$ cat src/rtl/rv32i_decode_stage.sv
// rv32i_decode_stage: registered RV32I instruction-decode stage feeding ALU control.
// Takes one instruction per valid/ready transfer. It decodes the instruction into
// the ALU operation class, funct, register indices, a sign-extended immediate and
// control flags, and holds the result in a single pipeline register.
// Ports:
//   clk, rst                 clock (rising edge), asynchronous active-high reset
//   flush                    drop held bundle and suppress capture this cycle
//   in_valid/in_ready/in_instr   upstream handshake and instruction word
//   out_valid/out_ready      downstream handshake for the decoded bundle
//   alu_op, funct            ALU class and {funct7[5], funct3} for ALU control
//   rs1, rs2, rd, imm        register indices and sign-extended immediate
//   reg_write, mem_read, mem_write, branch, jump, alu_src_imm, illegal   flags
//   illegal_cnt              saturating count of accepted illegal instructions
module rv32i_decode_stage #(
    parameter int unsigned CNT_W = 8
) (
    input  logic             clk,
    input  logic             rst,
    input  logic             flush,
    input  logic             in_valid,
    output logic             in_ready,
    input  logic [31:0]      in_instr,
    output logic             out_valid,
    input  logic             out_ready,
    output logic [1:0]       alu_op,
    output logic [3:0]       funct,
    output logic [4:0]       rs1,
    output logic [4:0]       rs2,
    output logic [4:0]       rd,
    output logic [31:0]      imm,
    output logic             reg_write,
    output logic             mem_read,
    output logic             mem_write,
    output logic             branch,
    output logic             jump,
    output logic             alu_src_imm,
    output logic             illegal,
    output logic [CNT_W-1:0] illegal_cnt
);

    localparam logic [6:0] OP_R      = 7'b0110011;
    localparam logic [6:0] OP_I_ALU  = 7'b0010011;
    localparam logic [6:0] OP_LOAD   = 7'b0000011;
    localparam logic [6:0] OP_STORE  = 7'b0100011;
    localparam logic [6:0] OP_BRANCH = 7'b1100011;
    localparam logic [6:0] OP_JAL    = 7'b1101111;
    localparam logic [6:0] OP_JALR   = 7'b1100111;
    localparam logic [6:0] OP_LUI    = 7'b0110111;
    localparam logic [6:0] OP_AUIPC  = 7'b0010111;

    localparam logic [1:0] ALU_ADD    = 2'b00;
    localparam logic [1:0] ALU_R      = 2'b01;
    localparam logic [1:0] ALU_BRANCH = 2'b10;
    localparam logic [1:0] ALU_I      = 2'b11;

    logic [6:0]  opcode;
    logic [2:0]  funct3;
    logic [31:0] imm_i, imm_s, imm_b, imm_u, imm_j;

    logic [1:0]  dec_alu_op;
    logic [3:0]  dec_funct;
    logic [31:0] dec_imm;
    logic        dec_reg_write, dec_mem_read, dec_mem_write;
    logic        dec_branch, dec_jump, dec_alu_src_imm, dec_illegal;

    logic             out_valid_q, out_valid_d;
    logic [1:0]       alu_op_q;
    logic [3:0]       funct_q;
    logic [4:0]       rs1_q, rs2_q, rd_q;
    logic [31:0]      imm_q;
    logic             reg_write_q, mem_read_q, mem_write_q;
    logic             branch_q, jump_q, alu_src_imm_q, illegal_q;
    logic [CNT_W-1:0] cnt_q, cnt_d;
    logic             capture;

    assign opcode = in_instr[6:0];
    assign funct3 = in_instr[14:12];

    // Immediate formats, all sign-extended from instr[31]
    assign imm_i = {{20{in_instr[31]}}, in_instr[31:20]};
    assign imm_s = {{20{in_instr[31]}}, in_instr[31:25], in_instr[11:7]};
    assign imm_b = {{19{in_instr[31]}}, in_instr[31], in_instr[7], in_instr[30:25],
                    in_instr[11:8], 1'b0};
    assign imm_u = {in_instr[31:12], 12'h000};
    assign imm_j = {{11{in_instr[31]}}, in_instr[31], in_instr[19:12], in_instr[20],
                    in_instr[30:21], 1'b0};

    // Opcode decode; unknown opcodes fall through to the illegal default
    always_comb begin
        dec_alu_op      = ALU_ADD;
        dec_funct       = 4'b0000;
        dec_imm         = 32'h0;
        dec_reg_write   = 1'b0;
        dec_mem_read    = 1'b0;
        dec_mem_write   = 1'b0;
        dec_branch      = 1'b0;
        dec_jump        = 1'b0;
        dec_alu_src_imm = 1'b0;
        dec_illegal     = 1'b0;
        case (opcode)
            OP_R: begin
                dec_alu_op    = ALU_R;
                dec_funct     = {in_instr[30], funct3};
                dec_reg_write = 1'b1;
            end
            OP_I_ALU: begin
                // instr[30] only distinguishes srai from srli; elsewhere it is immediate data
                dec_alu_op      = ALU_I;
                dec_funct       = {(funct3 == 3'b101) ? in_instr[30] : 1'b0, funct3};
                dec_imm         = imm_i;
                dec_alu_src_imm = 1'b1;
                dec_reg_write   = 1'b1;
            end
            OP_LOAD: begin
                dec_imm         = imm_i;
                dec_mem_read    = 1'b1;
                dec_reg_write   = 1'b1;
                dec_alu_src_imm = 1'b1;
            end
            OP_STORE: begin
                dec_imm         = imm_s;
                dec_mem_write   = 1'b1;
                dec_alu_src_imm = 1'b1;
            end
            OP_BRANCH: begin
                dec_alu_op = ALU_BRANCH;
                dec_funct  = {1'b0, funct3};
                dec_imm    = imm_b;
                dec_branch = 1'b1;
            end
            OP_JAL: begin
                dec_imm       = imm_j;
                dec_jump      = 1'b1;
                dec_reg_write = 1'b1;
            end
            OP_JALR: begin
                dec_imm         = imm_i;
                dec_jump        = 1'b1;
                dec_reg_write   = 1'b1;
                dec_alu_src_imm = 1'b1;
            end
            OP_LUI, OP_AUIPC: begin
                dec_imm         = imm_u;
                dec_alu_src_imm = 1'b1;
                dec_reg_write   = 1'b1;
            end
            default: begin
                dec_illegal = 1'b1;
            end
        endcase
    end

    assign in_ready = !out_valid_q || out_ready;
    assign capture  = in_valid && in_ready && !flush;

    // Output-valid and counter next state
    always_comb begin
        out_valid_d = out_valid_q;
        cnt_d       = cnt_q;
        if (flush) begin
            out_valid_d = 1'b0;
        end else if (capture) begin
            out_valid_d = 1'b1;
        end else if (out_ready) begin
            out_valid_d = 1'b0;
        end
        if (capture && dec_illegal && (cnt_q != {CNT_W{1'b1}})) begin
            cnt_d = cnt_q + CNT_W'(1);
        end
    end

    // Pipeline register; bundle data only changes on capture
    always_ff @(posedge clk or posedge rst) begin
        if (rst) begin
            out_valid_q   <= 1'b0;
            alu_op_q      <= 2'b00;
            funct_q       <= 4'b0000;
            rs1_q         <= 5'd0;
            rs2_q         <= 5'd0;
            rd_q          <= 5'd0;
            imm_q         <= 32'h0;
            reg_write_q   <= 1'b0;
            mem_read_q    <= 1'b0;
            mem_write_q   <= 1'b0;
            branch_q      <= 1'b0;
            jump_q        <= 1'b0;
            alu_src_imm_q <= 1'b0;
            illegal_q     <= 1'b0;
            cnt_q         <= '0;
        end else begin
            out_valid_q <= out_valid_d;
            cnt_q       <= cnt_d;
            if (capture) begin
                alu_op_q      <= dec_alu_op;
                funct_q       <= dec_funct;
                rs1_q         <= in_instr[19:15];
                rs2_q         <= in_instr[24:20];
                rd_q          <= in_instr[11:7];
                imm_q         <= dec_imm;
                reg_write_q   <= dec_reg_write;
                mem_read_q    <= dec_mem_read;
                mem_write_q   <= dec_mem_write;
                branch_q      <= dec_branch;
                jump_q        <= dec_jump;
                alu_src_imm_q <= dec_alu_src_imm;
                illegal_q     <= dec_illegal;
            end
        end
    end

    assign out_valid   = out_valid_q;
    assign alu_op      = alu_op_q;
    assign funct       = funct_q;
    assign rs1         = rs1_q;
    assign rs2         = rs2_q;
    assign rd          = rd_q;
    assign imm         = imm_q;
    assign reg_write   = reg_write_q;
    assign mem_read    = mem_read_q;
    assign mem_write   = mem_write_q;
    assign branch      = branch_q;
    assign jump        = jump_q;
    assign alu_src_imm = alu_src_imm_q;
    assign illegal     = illegal_q;
    assign illegal_cnt = cnt_q;

endmodule

$ cat config.mk
export PLATFORM = sky130hd
export DESIGN_NAME = rv32i_decode_stage
export DESIGN_NICKNAME = d
export VERILOG_FILES = /design/src/rtl/rv32i_decode_stage.sv
export SDC_FILE = /design/constraint.sdc
export NUM_CORES = 1
export LEC_CHECK = 0
export ABC_AREA = 1
export BUFFER_PORTS_ARGS = -buffer_cell sky130_fd_sc_hd__buf_2
export CORE_ASPECT_RATIO = 0.7
export CORE_MARGIN = 1
export CORE_UTILIZATION = 40
export CTS_BUF_LIST = sky130_fd_sc_hd__clkbuf_8
export CTS_CLUSTER_DIAMETER = 30
export DETAILED_ROUTE_END_ITERATION = 16
export GPL_TIMING_DRIVEN = 0
export SLEW_MARGIN = 5
export SYNTH_ARGS = -nofsm -noshare
export SYNTH_HDL_FRONTEND = slang
export SYNTH_SLANG_ARGS = --single-unit
$ cat constraint.sdc
create_clock -name clk -period 2.7 [get_ports clk]
set_input_delay 0.27 -clock clk [delete_from_list [all_inputs] [get_ports clk]]
set_output_delay 0.27 -clock clk [all_outputs]
set_load 0.01 [all_outputs]
# After elaboration in Yosys (flattened, before gate mapping)
# Index checks and enable logic that the tools add are counted.
dict set report totals {
  ff_bits 69
  output_inout_bits 70
}
dict set report classes {
  n_addsub 1
  mux 14
  n_eq_ne 11
  reduce_logical 14
}
# operator count
set op_table {}
lappend op_table {{$pmux W32 S5} 1}
lappend op_table {{$eq A7 B6 Y1 const B} 3}
lappend op_table {{$eq A7 B7 Y1 const B} 3}
lappend op_table {{$eq A7 B5 Y1 const B} 2}
lappend op_table {{$pmux W4 S3} 1}
lappend op_table {{$mux W1} 11}
lappend op_table {{$reduce_or A9 Y1} 1}
lappend op_table {{$add A8 B1 Y8 const B} 1}
lappend op_table {{$ne A8 B8 Y1 const B} 1}
lappend op_table {{$eq A7 B2 Y1 const B} 1}
lappend op_table {{$reduce_or A7 Y1} 1}
lappend op_table {{$pmux W2 S3} 1}
lappend op_table {{$reduce_or A6 Y1} 1}
lappend op_table {{$logic_and A1 B1 Y1} 4}
lappend op_table {{$reduce_or A2 Y1} 2}
lappend op_table {{$eq A3 B3 Y1 const B} 1}
lappend op_table {{$reduce_bool A3 Y1} 1}
lappend op_table {{$reduce_or A3 Y1} 1}
lappend op_table {{$logic_not A1 Y1} 2}
lappend op_table {{$logic_or A1 B1 Y1} 1}

# Longest topological paths before layout
dict set report logic_depth {
  depth_word 6
  mapped_depth 10
}

# Worst setup path after synthesis
# No wires, ideal clock.
dict set report synth_timing {
  kind {reg2reg}
  from {reg out_valid_q, in the netlist out_valid}
  to {reg cnt_q[7], in the netlist illegal_cnt[7]}
  n_path_buf 0
  path_stages_with_launch 11
  t_required_ns 2.581
  period_less_slack_ns 1.468
  t_arrival_ns 1.349
  path_slack_ns 1.232
  setup_ns 0.119
  path_cell_list {dfrtp_1 -> inv_1 -> nor2_1 -> inv_1 -> nand2_2 -> inv_2 -> nand2_2 -> nor2_8 -> nand3_4 -> nand2_1 -> nand2_1}
}
dict set report synth_via {
  elab_chain_cells 6
}
# element line
set synth_rtl {}
lappend synth_rtl {{start: declaration} 66} ;# logic out_valid_q, out_valid_d;
lappend synth_rtl {{start signal: assignment} 191} ;# out_valid_q <= out_valid_d;
lappend synth_rtl {{$logic_not A1 Y1} 153} ;# assign in_ready = !out_valid_q || out_ready;
lappend synth_rtl {{$logic_or A1 B1 Y1} 153}
lappend synth_rtl {{via in_ready} 21} ;# output logic in_ready,
lappend synth_rtl {{$logic_and A1 B1 Y1 (2 in series)} 154} ;# assign capture = in_valid && in_ready && !flush;
lappend synth_rtl {{$logic_and A1 B1 Y1 (2 in series)} 167} ;# if (capture && dec_illegal && (cnt_q != {CNT_W{1'b1}})) begin
lappend synth_rtl {{end signal: assignment} 192} ;# cnt_q <= cnt_d;
lappend synth_rtl {{end: declaration} 73} ;# logic [CNT_W-1:0] cnt_q, cnt_d;
# The timed path passes the listed nets, and every way through them passes these cells.
# A chain may end at the register's enable or synchronous reset.

# Final worst setup path
dict set report layout_timing {
  from {reg out_valid_q, in the netlist out_valid}
  to {reg imm_q[0], in the netlist imm[0]}
}
dict set report layout_via {
  elab_chain_cells 4
}
# element line
set layout_rtl {}
lappend layout_rtl {{$logic_not A1 Y1} 153}
lappend layout_rtl {{$logic_or A1 B1 Y1} 153}
lappend layout_rtl {{$logic_and A1 B1 Y1 (2 in series)} 154}
lappend layout_rtl {{end signal: assignment} 199} ;# imm_q <= dec_imm;
lappend layout_rtl {{end: declaration} 70} ;# logic [31:0] imm_q;
# No other way between the ends.

==> summary.txt <==
Outcome
  • Status: complete, no violations

Clock tree
  • Post-cts sizing count: 0
  • Worst-skew pair later-pin latency: 0.35 ns
  • Htree depth: 3
  • CTS tree: yes
  • Clock tree buffer depth: 2
  • Root Driver: clkbuf_8
  • Clock transition at path regs: 0.07 ns
  • Cts hold-fix bufs: 1
  • CTS buffer count: 9
  • Postcts setup bufs: 0
  • Clock sinks: 69

Worst setup path
  • R2R Setup Slk: ~1.1 ns
  • Cell family with most CP delay: buffers and inverters
  • Worst Setup Path Type: reg2reg
  • CP endpoint kind: flip-flop
  • Crit path largest cell delay: ~0.42 ns
  • Reg2Reg Depth: 8
  • Crit start category: flip-flop
  • CP max FO: 10
  • Worst Path Arrival: 1.90 ns
  • WP data required: slightly below 3 ns
  • Buf+Inv Stages, Crit Path: 4
  • Worst R2R Start: out_valid
  • Crit path from: out_valid
  • Worst-path cell chain: inv_1, nor2_1, inv_1, nand2_2, inv_2, buf_1, nand2_1, nand2_1
  • Slowest library cell on the worst path: buf_1
  • Reg2Reg Capture Point: imm[0]

Routing
  • Vias: 3282
  • Via density per instance: 4.79
  • WL final: 9.18 mm
  • First-pass DRT Iterations: 4
  • Drt wl/cell: ~13 um
  • Drc violations: 0
  • DR iter-0 viols: 224
  • Antenna Nets Post-Route: 0

Power
  • Clock Power Share: about a third
  • Leak pwr: 0.00272 uW
  • Net Sw Power: roughly 700 uW
  • Design Power: 2420 uW
  • VDD IR-drop max: between 200 and 300 uV
  • Power share of the sequential group: ~50%
  • Pint: 1720 uW
  • P per Cell Area: roughly 550 mW/mm2
  • Switching share of total power: between 20 and 30%
  • Gate power share: 17.7%

Min path
  • Tightest Hold Check Type: in2reg
  • Hold path endpoint: out_valid
  • HP Start: flush
  • WHS Path Cells: 2

Synth
  • Cells after Synth: 443
  • Ys async rst share: 100%
  • Ys flop type: dfrtp_1
  • Post-Syn Area: between 0.003 and 0.004 mm2
  • Syn nets: between 400 and 500
  • Cell variety after synth: 28
  • Post-synth top area share: 49.2%
  • Mapped Avg Cell Area: 7.92 um2
  • Register area share after synthesis: 49.2%
  • Cell taking the most area after synthesis: dfrtp_1
  • Area contributors post-synth: dfrtp_1 (49%), nand2_1 (22%), nand3_2 (4.3%)
  • Synth cell count leaders: nand2_1 (209), dfrtp_1 (69), inv_1 (29)
  • Register bit total from synthesis: 69
  • Post-synth EDFFs: 0
  • Most frequent cell after synthesis: nand2_1
  • Synthesis Warnings: 0

Placed design
  • Post-detail-place hpwl: between 6 and 7 mm
  • # placed instances: 670
  • I/O Buffers: 106
  • Placer Congestion: between 0.8 and 0.9

Timing
  • Final min period: ~1.6 ns
  • Final Hold Fails: 0
  • Fmax: around 600 MHz
  • Worst rel slew slack: 67.2%
  • Slew Viols, Final: 0
  • Worst Tran Pin Value: slightly below 0.5 ns
  • RSZ-0062 raised after global routing: false
  • Setup violations, final: 0
  • Final setup skew: 0.00467 ns
  • Fin crit share: 60.1%

Final layout
  • Layout cells sized above 1: between 20 and 30%
  • Fin cells: 685
  • Filler cells: slightly below 900
  • Ant diodes: 0
  • Area Overhead vs Synth: 25.6%
  • Final #Nets: 600

Die
  • Die X: approximately 110 um
  • Initial Util: 41.4%
  • Height of the chip: 80.4 um
  • Core area: 0.00848 mm2
  • Die area: 0.00916 mm2
  • Ports: 107
  • Rows: 28

Job
  • Max-Cap Viols: 0

Global route
  • Largest net degree at the start of global routing: 40
  • First-pass GRT wire length: 15.0 mm
  • GRT Residual Overflow: 0
  • Vias in the first global route: 3161
  • Total global-route track usage: roughly 22%
  • Initial antenna violation count: 0
## area by class of cell
type / instances / area (um2) / area share [%]
plain buffers: 15 / 90.1 / 2.04
multi-input cells: 326 / 1570 / 35.6
flip-flops and latches: 69 / 1730 / 39.2
repair buffers: 108 / 561 / 12.7
clock buffers: 13 / 179 / 4.06
clock inverters: 1 / 5.00 / 0.114
well taps: 120 / 150 / 3.41
inverters: 33 / 126 / 2.87
## stage by stage
step | setup WS, ns | setup TNS, ns | hold slack [ns] | instance area, um2 | utilization, %
3_3_place_gp | -0.211 | -14.19 | 0.434 | 4190 | 49.4
5_1_grt | 0.901 | 0 | 0.0766 | 4410 | 52.0
6_report | 1.08 | 0 | 0.0858 | 4410 | 52.0
3_5_place_dp | 1.10 | 0 | 0.300 | 4210 | 49.7
2_1_floorplan | 0.690 | 0 | 0.333 | 3510 | -
4_1_cts | 1.08 | 0 | 0.0628 | 4410 | 52.0
## cell families after synthesis
kind of cell	synth area share [%]
buffers and inverters	6.10
adder cells (fa/ha/maj)	0.356
flip-flops	49.2
AO/OA/AOI/OAI	3.39
AND/OR/NAND/NOR	40.0
XOR/XNOR	0.998
## power by group through the flow
stage	sequential (uW)	combinational, uW	clock (uW)
after floorplan	1260	194	0
after global placement	1210	423	0
after detailed placement	1220	434	0
after CTS	1200	436	827
after global routing	1210	490	870
final	1200	429	796
## registers in the layout, summed over array words and instances (netlist names)
register,cells
alu_op,2
alu_src_imm,1
branch,1
funct,4
illegal,1
illegal_cnt,8
imm,32
jump,1
mem_read,1
mem_write,1
out_valid,1
rd,5
reg_write,1
rs1,5
rs2,5
## cell usage in the layout (no fill, tap or decap), types with 2 or more instances in the layout
cell type and instances:
clkbuf_8 13, xor2_1 2, buf_6 3, nand3_1 26
nand4_1 10, clkbuf_1 6, a21oi_1 4, nor2_8 2
buf_2 109, nor2_4 3, nand2_4 3, dfrtp_1 69
buf_4 2, o21ai_1 2, inv_2 4, nand2_2 8
nor2_2 2, o21ai_0 15, nor3_1 2, nand3_4 2
nand2_1 209, nor2_1 16, nand3_2 15, inv_1 28
xnor2_1 2
## how the worst max path moves through the flow
stage	endpoint	slack, ns	depth (start not counted)
final	imm[0]	1.08	8
after global routing	illegal_cnt[7]	0.90	10
after CTS	illegal_cnt[6]	1.08	10
after detailed placement	illegal_cnt[6]	1.10	10
after global placement	rs1[1]	-0.21	2
after floorplan	alu_op[0]	0.69	1
## metal layers
| layer | global-route usage, % | up-vias | share of wire [%] |
|---|---|---|---|
| li1 | - | 1632 | - |
| met1 | 28.8 | 1539 | 48 |
| met2 | 32.7 | 95 | 43 |
| met3 | 6.87 | 16 | 6.9 |
| met4 | 8.83 | 0 | 1.9 |
| met5 | 0 | - | 0 |
(Power assumes the default switching activity.)
